## src/rtl/scmp_arb_pak.sv

```systemverilog
// Shared types and sizing helpers for the SC/MP external bus arbiter.
package scmp_arb_pak;

    typedef enum logic [1:0] {
        ARB_IDLE,
        ARB_GRANT,
        ARB_TURN
    } ARB_STATE_t;

    // Owner index width; never below one bit so a single-master build still has a port.
    function automatic int unsigned arb_ow(input int unsigned nreq);
        return (nreq < 2) ? 1 : $clog2(nreq);
    endfunction

endpackage

```

## src/rtl/scmp_rr_pick.sv

```systemverilog
// Combinational round-robin picker: first set bit of elig at or above ptr, wrapping.
module scmp_rr_pick
    import scmp_arb_pak::*;
#(
    parameter int unsigned NREQ = 4,
    parameter int unsigned OW   = arb_ow(NREQ)
) (
    input  logic [NREQ-1:0] elig,
    input  logic [OW-1:0]   ptr,
    output logic            valid,
    output logic [OW-1:0]   idx,
    output logic [NREQ-1:0] onehot
);

    always_comb begin
        valid  = 1'b0;
        idx    = '0;
        onehot = '0;
        // Upper segment [ptr, NREQ) first, then the wrapped segment [0, ptr).
        for (int unsigned i = 0; i < NREQ; i++) begin
            if (!valid && elig[i] && (i >= 32'(ptr))) begin
                valid = 1'b1;
                idx   = OW'(i);
            end
        end
        for (int unsigned i = 0; i < NREQ; i++) begin
            if (!valid && elig[i]) begin
                valid = 1'b1;
                idx   = OW'(i);
            end
        end
        if (valid) begin
            onehot[idx] = 1'b1;
        end
    end

endmodule

```

## src/rtl/scmp_bus_arb.sv

```systemverilog
// Round-robin owner arbiter for the shared SC/MP external bus, with a turnaround gap
// between owners and a hold watchdog that revokes a stuck master.
module scmp_bus_arb
    import scmp_arb_pak::*;
#(
    parameter int unsigned NREQ        = 4,
    parameter int unsigned MAX_HOLD    = 255,
    parameter int unsigned TURN_CYCLES = 1,
    localparam int unsigned OW         = arb_ow(NREQ)
) (
    input  logic            clk,
    input  logic            rst_n,
    input  logic [NREQ-1:0] req,
    input  logic            hold_n,
    output logic [NREQ-1:0] gnt,
    output logic            bus_busy,
    output logic [OW-1:0]   owner,
    output logic            timeout,
    output logic [OW-1:0]   timeout_id
);

    localparam int unsigned HW = (MAX_HOLD < 1) ? 1 : $clog2(MAX_HOLD + 1);
    localparam logic [HW-1:0] HOLD_SAT  = HW'(MAX_HOLD);
    localparam logic [HW-1:0] HOLD_LAST = HW'((MAX_HOLD == 0) ? 0 : MAX_HOLD - 1);
    localparam logic [3:0]    TURN_LAST = 4'(TURN_CYCLES - 1);
    localparam logic [OW-1:0] PTR_LAST  = OW'(NREQ - 1);

    ARB_STATE_t      state_q, state_d;
    logic [NREQ-1:0] gnt_q, gnt_d;
    logic            busy_q, busy_d;
    logic [OW-1:0]   owner_q, owner_d;
    logic            timeout_q, timeout_d;
    logic [OW-1:0]   tid_q, tid_d;
    logic [OW-1:0]   rr_ptr_q, rr_ptr_d;
    logic [NREQ-1:0] mask_q, mask_d;
    logic [NREQ-1:0] mask_set;
    logic [HW-1:0]   hold_cnt_q, hold_cnt_d;
    logic [3:0]      turn_cnt_q, turn_cnt_d;

    logic [NREQ-1:0] elig;
    logic            pick_valid;
    logic [OW-1:0]   pick_idx;
    logic [NREQ-1:0] pick_onehot;

    assign elig = req & ~mask_q;

    scmp_rr_pick #(
        .NREQ (NREQ),
        .OW   (OW)
    ) u_pick (
        .elig   (elig),
        .ptr    (rr_ptr_q),
        .valid  (pick_valid),
        .idx    (pick_idx),
        .onehot (pick_onehot)
    );

    always_comb begin
        state_d    = state_q;
        gnt_d      = gnt_q;
        owner_d    = owner_q;
        timeout_d  = 1'b0;
        tid_d      = tid_q;
        rr_ptr_d   = rr_ptr_q;
        mask_set   = '0;
        hold_cnt_d = hold_cnt_q;
        turn_cnt_d = turn_cnt_q;

        unique case (state_q)
            ARB_IDLE: begin
                if (pick_valid) begin
                    gnt_d      = pick_onehot;
                    owner_d    = pick_idx;
                    hold_cnt_d = '0;
                    state_d    = ARB_GRANT;
                end
            end
            ARB_GRANT: begin
                if (hold_cnt_q != HOLD_SAT) begin
                    hold_cnt_d = hold_cnt_q + 1'b1;
                end
                // >= so an expiry deferred by hold_n still fires once hold_n rises.
                if (hold_n && (!req[owner_q] ||
                               ((MAX_HOLD != 0) && (hold_cnt_q >= HOLD_LAST)))) begin
                    gnt_d      = '0;
                    turn_cnt_d = '0;
                    state_d    = ARB_TURN;
                    rr_ptr_d   = (owner_q == PTR_LAST) ? '0 : owner_q + 1'b1;
                    if (req[owner_q]) begin
                        mask_set[owner_q] = 1'b1;
                        timeout_d         = 1'b1;
                        tid_d             = owner_q;
                    end
                end
            end
            ARB_TURN: begin
                if (turn_cnt_q == TURN_LAST) begin
                    if (pick_valid) begin
                        gnt_d      = pick_onehot;
                        owner_d    = pick_idx;
                        hold_cnt_d = '0;
                        state_d    = ARB_GRANT;
                    end else begin
                        state_d = ARB_IDLE;
                    end
                end else begin
                    turn_cnt_d = turn_cnt_q + 1'b1;
                end
            end
            default: state_d = ARB_IDLE;
        endcase

        // A revoked master stays masked only while it keeps req asserted.
        mask_d = (mask_q | mask_set) & req;
        busy_d = |gnt_d;
    end

    always_ff @(posedge clk or negedge rst_n) begin
        if (!rst_n) begin
            state_q    <= ARB_IDLE;
            gnt_q      <= '0;
            busy_q     <= 1'b0;
            owner_q    <= '0;
            timeout_q  <= 1'b0;
            tid_q      <= '0;
            rr_ptr_q   <= '0;
            mask_q     <= '0;
            hold_cnt_q <= '0;
            turn_cnt_q <= '0;
        end else begin
            state_q    <= state_d;
            gnt_q      <= gnt_d;
            busy_q     <= busy_d;
            owner_q    <= owner_d;
            timeout_q  <= timeout_d;
            tid_q      <= tid_d;
            rr_ptr_q   <= rr_ptr_d;
            mask_q     <= mask_d;
            hold_cnt_q <= hold_cnt_d;
            turn_cnt_q <= turn_cnt_d;
        end
    end

    assign gnt        = gnt_q;
    assign bus_busy   = busy_q;
    assign owner      = owner_q;
    assign timeout    = timeout_q;
    assign timeout_id = tid_q;

endmodule

```

## config.mk

```make
export PLATFORM = sky130hd
export DESIGN_NAME = scmp_bus_arb
export DESIGN_NICKNAME = d
export VERILOG_FILES = /design/src/rtl/scmp_arb_pak.sv /design/src/rtl/scmp_rr_pick.sv /design/src/rtl/scmp_bus_arb.sv
export SDC_FILE = /design/constraint.sdc
export NUM_CORES = 1
export LEC_CHECK = 0
export BUFFER_PORTS_ARGS = -buffer_cell sky130_fd_sc_hd__buf_4
export CAP_MARGIN = 25
export CORE_MARGIN = 3
export CORE_UTILIZATION = 47
export DETAILED_ROUTE_END_ITERATION = 8
export HOLD_SLACK_MARGIN = 0.08
export PLACE_DENSITY_LB_ADDON = 0.12
export SLEW_MARGIN = 20
export SYNTH_ARGS = -nofsm -noshare
export SYNTH_HDL_FRONTEND = slang
export SYNTH_SLANG_ARGS = --single-unit
```

## constraint.sdc

```tcl
create_clock -name clk -period 4.56 [get_ports clk]
set_input_delay 0.228 -clock clk [delete_from_list [all_inputs] [get_ports clk]]
set_output_delay 0.228 -clock clk [all_outputs]
set_load 0.005 [all_outputs]
```

==> out/results.ini <==
[die]
start_util_pct = 50.64
die_y_um = 64.06
ios = 17
die_x_um = 64.06
core-area_um2 = 3128
die_area_um2 = 4103
rows = 20

[sta]
rsz0062_at_grt = false
finalClockSkew_ps = 6.342
slew_viol_final = 0
max_freq_ghz = 0.4808
setup_violations = 0
maxSlewHeadroom_pct = 63.20
fin_crit_ps = 2080
hold_viol_final = 0
worst_pin_slew_ps = 550.9
fin_setup_tns_ps = 0
period_share_pct = 45.61

[global_route]
grt_pass1_wl_um = 5444
overflow = 0
grtUsageTotal_pct = 17.27
antenna_found_initial = 0
grt_pass1_vias = 1216
grt_max_degree = 31

[run_status]
status = complete, no violations

[final_layout]
fillers = 270
layout-drive-gt1-share_pct = 18.60
syn2layout_area_growth_pct = 13.59
multi_input_area_um2 = 784.5
regArea_um2 = 750.7
nets = 187
antenna_cells = 0

[power]
p_clk_share_pct = 16.1
p_comb_share_pct = 38.8
peakVddDrop_uv = 225.3
p_sw_uw = 346.2
sw_frac_of_total_pct = 37.93
powerDensity_nw_per_um2 = 507.3
p_int_uw = 566.6
p_leak_uw = 0.0008632
total_power_uw = 912.8
pwr-share-seq_pct = 45.1

[drt]
wire_per_inst_um = 14.41
ant_nets = 0
drtIter0Drc = 86
vias_per_cell = 5.523
wl_um = 3112
vias = 1193
first_pass_iters = 4
drcViolationCount = 0

[critical_path]
cp_num_buf_inv = 1
cp_max_fo = 8
cpPeakStageDelay_ps = 450
worstPathArrival_ps = 2270
worstPathCellList = inv_1, ha_1, or3b_1, a21oi_2, nand2_1, a32oi_1, o2111ai_1
end_kind = flip-flop
required_ps = 4750
worstSetupStartpointType = flip-flop
crit_type = flip-flop to flip-flop
critPathSlowestCell = dfrtp_1
crit_family = compound AO/OA/AOI/OAI gates

[synthesis]
synth_cells = 150
synth-seq-area-share_pct = 47.39
ys_ff_latch = 30
ys_types = 42
synth_area_leaders = dfrtp_1 (47%), ha_1 (6.3%), nand2_1 (3.6%), xor2_1 (3.3%), nand4_1 (2.4%)
ys_warn_count = 0
yosysMostFrequentCell = dfrtp_1
ys_top_cells_by_count = dfrtp_1 (30), nand2_1 (15), inv_1 (9), nor2_1 (9), ha_1 (8)
synth_edf_count = 0
syn_area_per_cell_um2 = 10.56
ys.flop_type = dfrtp_1
synth_top_area_share_pct = 47.39
syn-num-nets = 165
synth_largest_area_cell = dfrtp_1
syn_area_um2 = 1584
async_reset_ff_share_pct = 100.0

[placed_design]
port_buffers = 16
hpwlAfterDp_um = 2199
gp_congestion = 0.8508

[clock_network]
cts-root-buf = clkbuf_4
cts_made_buffers = 5
clk_pin_slew_ps = 90
clock_latency_ps = 330
clock_sinks = 30
clockBufferDepth = 2
htree_levels = 2
cts_tree = yes

[worst_hold_path]
hold_class = input port to flip-flop

[flow_run]
maxCapViolations = 0

repair_timing:
item | CTS | global route
resized for setup | 0 | 0
hold buffers | 1 | 0
hold endpoints to repair | 30 | 0
setup buffers | 0 | 0
worst register-to-register path, delay by kind of cell (launching register included):
family | cells | cell delay [ps]
adder cells (fa/ha/maj) | 1 | 130
AND/OR/NAND/NOR | 2 | 610
AO/OA/AOI/OAI | 3 | 670
flip-flops | 1 | 450
buffers and inverters | 1 | 90
cells in the final DEF, fill, tap and decap left out, types with 2 or more instances in the layout:
cell,netlist,routed
clkbuf_4,0,5
mux2_2,3,3
a21o_1,3,3
nand2b_1,5,5
and3b_1,2,2
buf_4,0,16
a31oi_1,3,3
o211ai_1,2,2
nor2b_1,5,5
a21oi_1,5,5
nand4_1,6,6
nand2_1,15,15
inv_1,9,9
xor2_1,6,6
ha_1,8,8
clkbuf_1,1,2
and2_1,2,2
nand3b_1,2,2
nand3_1,3,3
and4_1,2,2
o31ai_1,3,3
dfrtp_1,30,30
nor2_1,9,9
mux2_4,2,2
o21ai_0,4,4
o2bb2ai_1,2,2
power groups by stage:
stage,Combinational (uW),Sequential (uW),Clock [uW]
2_1_floorplan,244,402,0
3_3_place_gp,355,412,0
3_5_place_dp,357,414,0
4_1_cts,359,410,154
5_1_grt,405,425,169
6_report,354,412,147
cell type report:
cell class / instances / share of cell area, %
tap: 44 / 3.060
sequential: 30 / 41.72
multi-input combinational: 109 / 43.60
timing repair buffer: 17 / 7.232
clock buffer: 7 / 2.503
inverter: 9 / 1.878
cell families after synthesis:
logic type | after synthesis | share of synthesized area, %
compound gates | 29 | 12.64
xor+xnor | 7 | 3.871
fa+ha+maj | 8 | 6.319
buf+inv | 11 | 3.080
flops | 30 | 47.39
mux | 6 | 5.450
simple gates | 59 | 21.25
sequential cells by signal, indices dropped and copies added (netlist names):
register    flops
rr_ptr_q        2
turn_cnt_q      4
timeout         1
hold_cnt_q      8
bus_busy        1
gnt             4
state_q         2
mask_q          4
owner           2
timeout_id      2
path summary, 6_finish.rpt:
path	slack [ps]	cells after the start	startpoint	to
max	2480	7	turn_cnt_q[0]	bus_busy
min	150	2	req[3]	mask_q[3]
max reg2reg	2480	7	turn_cnt_q[0]	bus_busy
min reg2reg	520	1	gnt[0]	gnt[0]
max in group asynchronous	3920	2	rst_n	hold_cnt_q[4]
min in group asynchronous	350	2	rst_n	turn_cnt_q[3]
metrics by stage:
step,std cells,setup slack (ps),utilization [%],hold WS [ps],cell area (um2)
floorplan,150,2698,-,-67.59,1584
global placement,208,2599,55.76,178.6,1744
detailed placement,208,2530,55.76,180.8,1744
CTS,216,2500,57.52,135.0,1799
global route,216,2322,57.52,141.0,1799
finish,216,2480,57.52,145.1,1799
per-layer routing:
metal	GRT usage (%)	wire length, um
met5	0	0
met4	9.434	77
met3	4.745	116
met2	26.71	1470
met1	21.73	1447
Power figures use the tool's default switching activity.
